[config.mk]
export PLATFORM = sky130hd
export DESIGN_NAME = dsp_macc_arbiter
export DESIGN_NICKNAME = d
export VERILOG_FILES = /design/src/rtl/dsp_macc_arbiter_pkg.sv /design/src/rtl/dsp_macc_arbiter_rr_arb2.sv /design/src/rtl/dsp_macc_arbiter.sv
export SDC_FILE = /design/constraint.sdc
export NUM_CORES = 1
export LEC_CHECK = 0
export CAP_MARGIN = 20
export CORE_AREA = 2 2 112 114
export CTS_CLUSTER_DIAMETER = 120
export DETAILED_ROUTE_END_ITERATION = 10
export DIE_AREA = 0 0 114 116
export GPL_TIMING_DRIVEN = 0
export PLACE_DENSITY = 0.86
export SYNTH_ARGS = -nofsm -noshare
export SYNTH_HDL_FRONTEND = slang
export SYNTH_SLANG_ARGS = --single-unit
[constraint.sdc]
create_clock -name clk -period 4.2 [get_ports clk]
set_clock_uncertainty 0.15 [all_clocks]
set_input_delay 0.63 -clock clk [delete_from_list [all_inputs] [get_ports clk]]
set_output_delay 0.63 -clock clk [all_outputs]
set_load 0.1 [all_outputs]
[src/rtl/dsp_macc_arbiter_pkg.sv]
// Shared widths, requester count and FSM state type for the MAC arbiter.
package dsp_macc_arbiter_pkg;

    localparam int unsigned A_W  = 20;
    localparam int unsigned B_W  = 18;
    localparam int unsigned Z_W  = 38;
    localparam int unsigned NREQ = 2;

    typedef enum logic [1:0] {
        StIdle,
        StAccum,
        StDrain,
        StResult
    } state_e;

endpackage

[src/rtl/dsp_macc_arbiter_rr_arb2.sv]
// Two-way round-robin grant: a single pointer names the preferred requester when both ask.
module rr_arb2 (
    input  logic       clk,
    input  logic       reset,
    input  logic [1:0] request,
    input  logic       update,
    input  logic       served,
    output logic [1:0] grant
);

    logic ptr_q;

    // After a served job, prefer the other requester next time.
    always_ff @(posedge clk or negedge reset) begin
        if (!reset) begin
            ptr_q <= 1'b0;
        end else if (update) begin
            ptr_q <= ~served;
        end
    end

    // Single requester wins outright; a tie goes to the pointer.
    always_comb begin
        grant = request;
        if (request == 2'b11) begin
            grant = ptr_q ? 2'b10 : 2'b01;
        end
    end

endmodule

[src/rtl/dsp_macc_arbiter.sv]
// Arbitrates two operand streams onto one external multiply-accumulate datapath and
// returns each job's accumulated result through a valid/ready handshake.
module dsp_macc_arbiter
    import dsp_macc_arbiter_pkg::*;
#(
    parameter int unsigned MAC_LAT   = 1,
    parameter int unsigned MAX_TERMS = 256,
    parameter logic [79:0] MODE_BITS = 80'd0
) (
    input  logic                      clk,
    input  logic                      reset,
    input  logic [NREQ-1:0]           req_valid,
    output logic [NREQ-1:0]           req_ready,
    input  logic [NREQ-1:0][A_W-1:0]  req_a,
    input  logic [NREQ-1:0][B_W-1:0]  req_b,
    input  logic [NREQ-1:0]           req_last,
    input  logic [NREQ-1:0]           req_sub,
    output logic [A_W-1:0]            mac_a,
    output logic [B_W-1:0]            mac_b,
    output logic                      mac_load_acc,
    output logic                      mac_subtract,
    output logic                      mac_en,
    output logic [79:0]               mac_mode_bits,
    input  logic [Z_W-1:0]            mac_z,
    output logic                      res_valid,
    input  logic                      res_ready,
    output logic                      res_id,
    output logic [Z_W-1:0]            res_z,
    output logic                      res_ovf
);

    localparam int unsigned CNT_W = $clog2(MAX_TERMS) + 1;
    localparam int unsigned LAT_W = (MAC_LAT < 2) ? 1 : $clog2(MAC_LAT + 1);
    localparam logic [CNT_W-1:0] CNT_MAX  = CNT_W'(MAX_TERMS);
    localparam logic [LAT_W-1:0] LAT_INIT = LAT_W'(MAC_LAT);

    state_e            state_q, state_d;
    logic              gnt_q, gnt_d;
    logic [CNT_W-1:0]  cnt_q, cnt_d, cnt_inc;
    logic [LAT_W-1:0]  lat_q, lat_d;
    logic              ovf_q, ovf_d;
    logic [Z_W-1:0]    z_q, z_d;
    logic [NREQ-1:0]   arb_grant;
    logic              sel;
    logic              beat;
    logic              hs;

    rr_arb2 u_arb (
        .clk     (clk),
        .reset   (reset),
        .request (req_valid),
        .update  (hs),
        .served  (gnt_q),
        .grant   (arb_grant)
    );

    assign mac_mode_bits = MODE_BITS;
    assign res_valid     = (state_q == StResult);
    assign res_id        = gnt_q;
    assign res_z         = z_q;
    assign res_ovf       = ovf_q;
    assign cnt_inc       = (cnt_q == CNT_MAX) ? cnt_q : cnt_q + CNT_W'(1);

    // Next-state, beat pass-through and MAC control.
    always_comb begin
        state_d      = state_q;
        gnt_d        = gnt_q;
        cnt_d        = cnt_q;
        lat_d        = lat_q;
        ovf_d        = ovf_q;
        z_d          = z_q;
        req_ready    = '0;
        mac_en       = 1'b0;
        mac_a        = '0;
        mac_b        = '0;
        mac_subtract = 1'b0;
        mac_load_acc = 1'b0;
        sel          = gnt_q;
        beat         = 1'b0;
        hs           = 1'b0;

        unique case (state_q)
            StIdle: begin
                // First beat is taken straight from the arbiter; ready only with valid.
                sel       = arb_grant[1];
                req_ready = arb_grant & {NREQ{reset}};
                beat      = |req_ready;
            end
            StAccum: begin
                req_ready[gnt_q] = 1'b1;
                beat             = req_valid[gnt_q];
                mac_load_acc     = 1'b1;
            end
            StDrain: begin
                mac_load_acc = 1'b1;
                if (lat_q == '0) begin
                    z_d     = mac_z;
                    state_d = StResult;
                end else begin
                    lat_d = lat_q - LAT_W'(1);
                end
            end
            StResult: begin
                mac_load_acc = 1'b1;
                if (res_ready) begin
                    hs      = 1'b1;
                    state_d = StIdle;
                    ovf_d   = 1'b0;
                    cnt_d   = '0;
                end
            end
            default: state_d = StIdle;
        endcase

        if (beat) begin
            mac_en       = 1'b1;
            mac_a        = req_a[sel];
            mac_b        = req_b[sel];
            mac_subtract = req_sub[sel];
            gnt_d        = sel;
            cnt_d        = cnt_inc;
            if (!req_last[sel] && (cnt_inc == CNT_MAX)) begin
                ovf_d = 1'b1;
            end
            if (req_last[sel]) begin
                state_d = StDrain;
                lat_d   = LAT_INIT;
            end else begin
                state_d = StAccum;
            end
        end
    end

    // State and result registers; reset discards any job in flight.
    always_ff @(posedge clk or negedge reset) begin
        if (!reset) begin
            state_q <= StIdle;
            gnt_q   <= 1'b0;
            cnt_q   <= '0;
            lat_q   <= '0;
            ovf_q   <= 1'b0;
            z_q     <= '0;
        end else begin
            state_q <= state_d;
            gnt_q   <= gnt_d;
            cnt_q   <= cnt_d;
            lat_q   <= lat_d;
            ovf_q   <= ovf_d;
            z_q     <= z_d;
        end
    end

endmodule

==> run_results.csv <==
group,metric,value,unit
drt,postRouteAntennaNets,0,
hold_path,hold_path_class,"primary input to asynchronous set/reset pin",
synth,synth_edf_count,0,
clock_tree,cts_buffer_depth,2,
drt,num_vias,3519,
grt,antenna_found_initial,0,
die,die_w,114,microns
clock_tree,cts.clk_slew.worst_paths,0.07,ns
worst_setup_path,required,3.42,ns
run_status,outcome,"complete, no violations",
grt,grt_max_degree,29,
synth,synth_commonest_cells,"nand2_1 (96), buf_4 (83), dfrtp_1 (53), a21oi_1 (41), mux2_2 (38)",
drt,avgViaCountPerCell,4.16,
timing,min_period_over_period,94.5,%
drt,drt_wl_total,12000,microns
synth,synth_cell_types,39,
timing,rsz0062_at_grt,"no",
worst_setup_path,r2r-start,"state_q[0]",
finish,nNetsFinal,822,
finish,utilization,51.3,%
worst_setup_path,reg2reg_depth,6,
die,ios,287,
clock_tree,insertion_delay,0.28,ns
timing,fin_crit,3.97,ns
die,initial_core_util,29.6,%
timing,finalSetupViolations,0,
clock_tree,cts_tree,"done",
drt,drtPass1Iterations,5,
drt,wire_per_inst,14.2,microns
worst_setup_path,critPathCaptureType,"primary output",
synth,synth-seq-cells,53,
synth,synth_area_per_cell,8.73,sq um
worst_setup_path,cp-startpoint,"reset",
synth,synthTopCellsByArea,"dfrtp_1 (38%), buf_4 (18%), mux2_2 (12%)",
finish,syn_to_final_growth,73.3,%
die,row_count,40,
finish,drive_above_1_share,26.2,%
timing,relSlewSlack,30.0,%
synth,syn_inst,404,
timing,finalMaxSlewViolations,0,
clock_tree,htree_levels,2,
placed_design,io_buffers,206,
grt,grt_pass1_wl,17500,microns
grt,globalRouteTotalUtil,16.7,%
die,core-area,0.0119,sq mm
drt,drc,0,
worst_setup_path,crit_path_max_fanout,28,
synth,netlist.area_leader.share,37.6,%
worst_setup_path,crit_arrival,3.19,ns
synth,yosysMostFrequentCell,"nand2_1",
finish,stdcell_count,845,
die,dieArea,0.0132,sq mm
synth,ys_seq_area_share,37.6,%
clock_tree,cts_sinks,53,
timing,max_freq,252,MHz
clock_tree,cts_buffers,5,
finish,antenna_cells,0,
synth,synth_largest_area_cell,"dfrtp_1",
placed_design,dp_hpwl,9800,microns
synth,synthFlopType,"dfrtp_1",
synth,ys_warn_count,0,
clock_tree,ctsHoldBuffers,0,
synth,synthArstFlopShare,100,%
timing,worst_slew_pin_slew,1.05,ns
placed_design,gp_congestion,0.808,
placed_design,place_inst,837,
grt,grt_pass1_vias,3302,
drt,drt_iter0_drc,114,
die,die_h,116,microns
clock_tree,clockRootBuffer,"clkbuf_16",
synth,synth_area,0.00353,sq mm
worst_setup_path,crit_path_start_kind,"primary input",
grt,grt_overflow_total,0,
clock_tree,cts_setup_buffers,0,
worst_setup_path,critical_path_class,"primary input to primary output",
flow_run,cap_violations,0,
timing,finalHoldViolCount,0,
final cells by class:
cell class	instances	area [sq um]
inverter	5	18.8
buffer	100	712
clock inverter	2	37.5
multi-input combinational	325	1770
clock buffer	6	139
sequential	53	1330
fill	1134	5800
timing repair buffer	207	1930
tap	147	184
flip-flops by register name, indices dropped and copies added, names as in the netlist:
register,count
cnt_q,9
lat_q,1
res_id,1
res_ovf,1
res_z,38
state_q,2
u_arb.ptr_q,1
worst paths after layout:
kind	end	slack, ns
max in group asynchronous	state_q[0]	3.09
setup / recovery	mac_en	0.23
hold / removal	res_z[29]	0.23
min in group clk	u_arb.ptr_q	0.34
setup reg to reg	res_ovf	2.10
hold reg to reg	u_arb.ptr_q	0.34
logic make-up (layout without fill, tap and decap cells):
logic type / count (synthesis) / count (layout) / share of synthesized area [%]
fa+ha+maj: 2 / 2 / 0.710
xor+xnor: 3 / 3 / 0.745
simple gates: 130 / 130 / 15.5
flops: 53 / 53 / 37.6
buf+inv: 105 / 320 / 20.7
compound gates: 70 / 70 / 11.9
other cells: 1 / 80 / 0.106
mux: 40 / 40 / 12.7
cell usage in the layout, fill, tap and decap left out, types with 2 or more instances in the layout:
| cell type | instances |
|---|---|
| o21ai_0 | 13 |
| conb_1 | 80 |
| buf_4 | 83 |
| nor2b_1 | 2 |
| a32oi_1 | 2 |
| mux2i_1 | 2 |
| xor2_1 | 3 |
| dfrtp_1 | 53 |
| nand3_1 | 6 |
| o31ai_1 | 3 |
| a21oi_1 | 41 |
| clkbuf_16 | 5 |
| nand2_1 | 96 |
| clkbuf_1 | 2 |
| clkbuf_2 | 30 |
| a21o_1 | 2 |
| clkdlybuf4s50_1 | 166 |
| dlymetal6s2s_1 | 3 |
| nor2_1 | 10 |
| mux2_2 | 38 |
| dlygate4sd2_1 | 6 |
| nand2b_1 | 4 |
| inv_1 | 4 |
| ha_1 | 2 |
| o21ai_1 | 2 |
| buf_2 | 15 |
| and2_1 | 4 |
layer usage:
layer	routed length (microns)	global-route usage [%]	part of all wire, %
met1	4590	20.1	38
met2	6470	30.7	54
met3	753	3.09	6.3
met4	170	4.07	1.4
met5	0	0	0
worst max-delay path, stage by stage:
cell             delay, ns
buf_2                 0.53
buf_12                0.27
o21ba_2               0.19
o221ai_4              0.17
inv_2                 0.20
clkdlybuf4s50_1       1.18
through the flow:
step | cell area, sq um | hold WS, ns | setup slack, ns | TNS, ns
4_1_cts | 6220 | 0.250 | 0.00198 | 0
3_3_place_gp | 6070 | 0.327 | -1.95 | -75.33
3_5_place_dp | 6080 | 0.340 | -0.282 | -5.93
2_1_floorplan | 3820 | 0.184 | 0.169 | 0
6_report | 6110 | 0.226 | 0.231 | 0
5_1_grt | 6110 | 0.279 | 0.0234 | 0
timing repair:
item / CTS / global route
hold endpoints to repair: 0 / 0
setup endpoints to repair: 36 / 33
resized for setup: 37 / 62
Power is left out: the tool's default activity adds up to more than one toggle a clock period on the data nets, which glitch-free logic cannot reach.
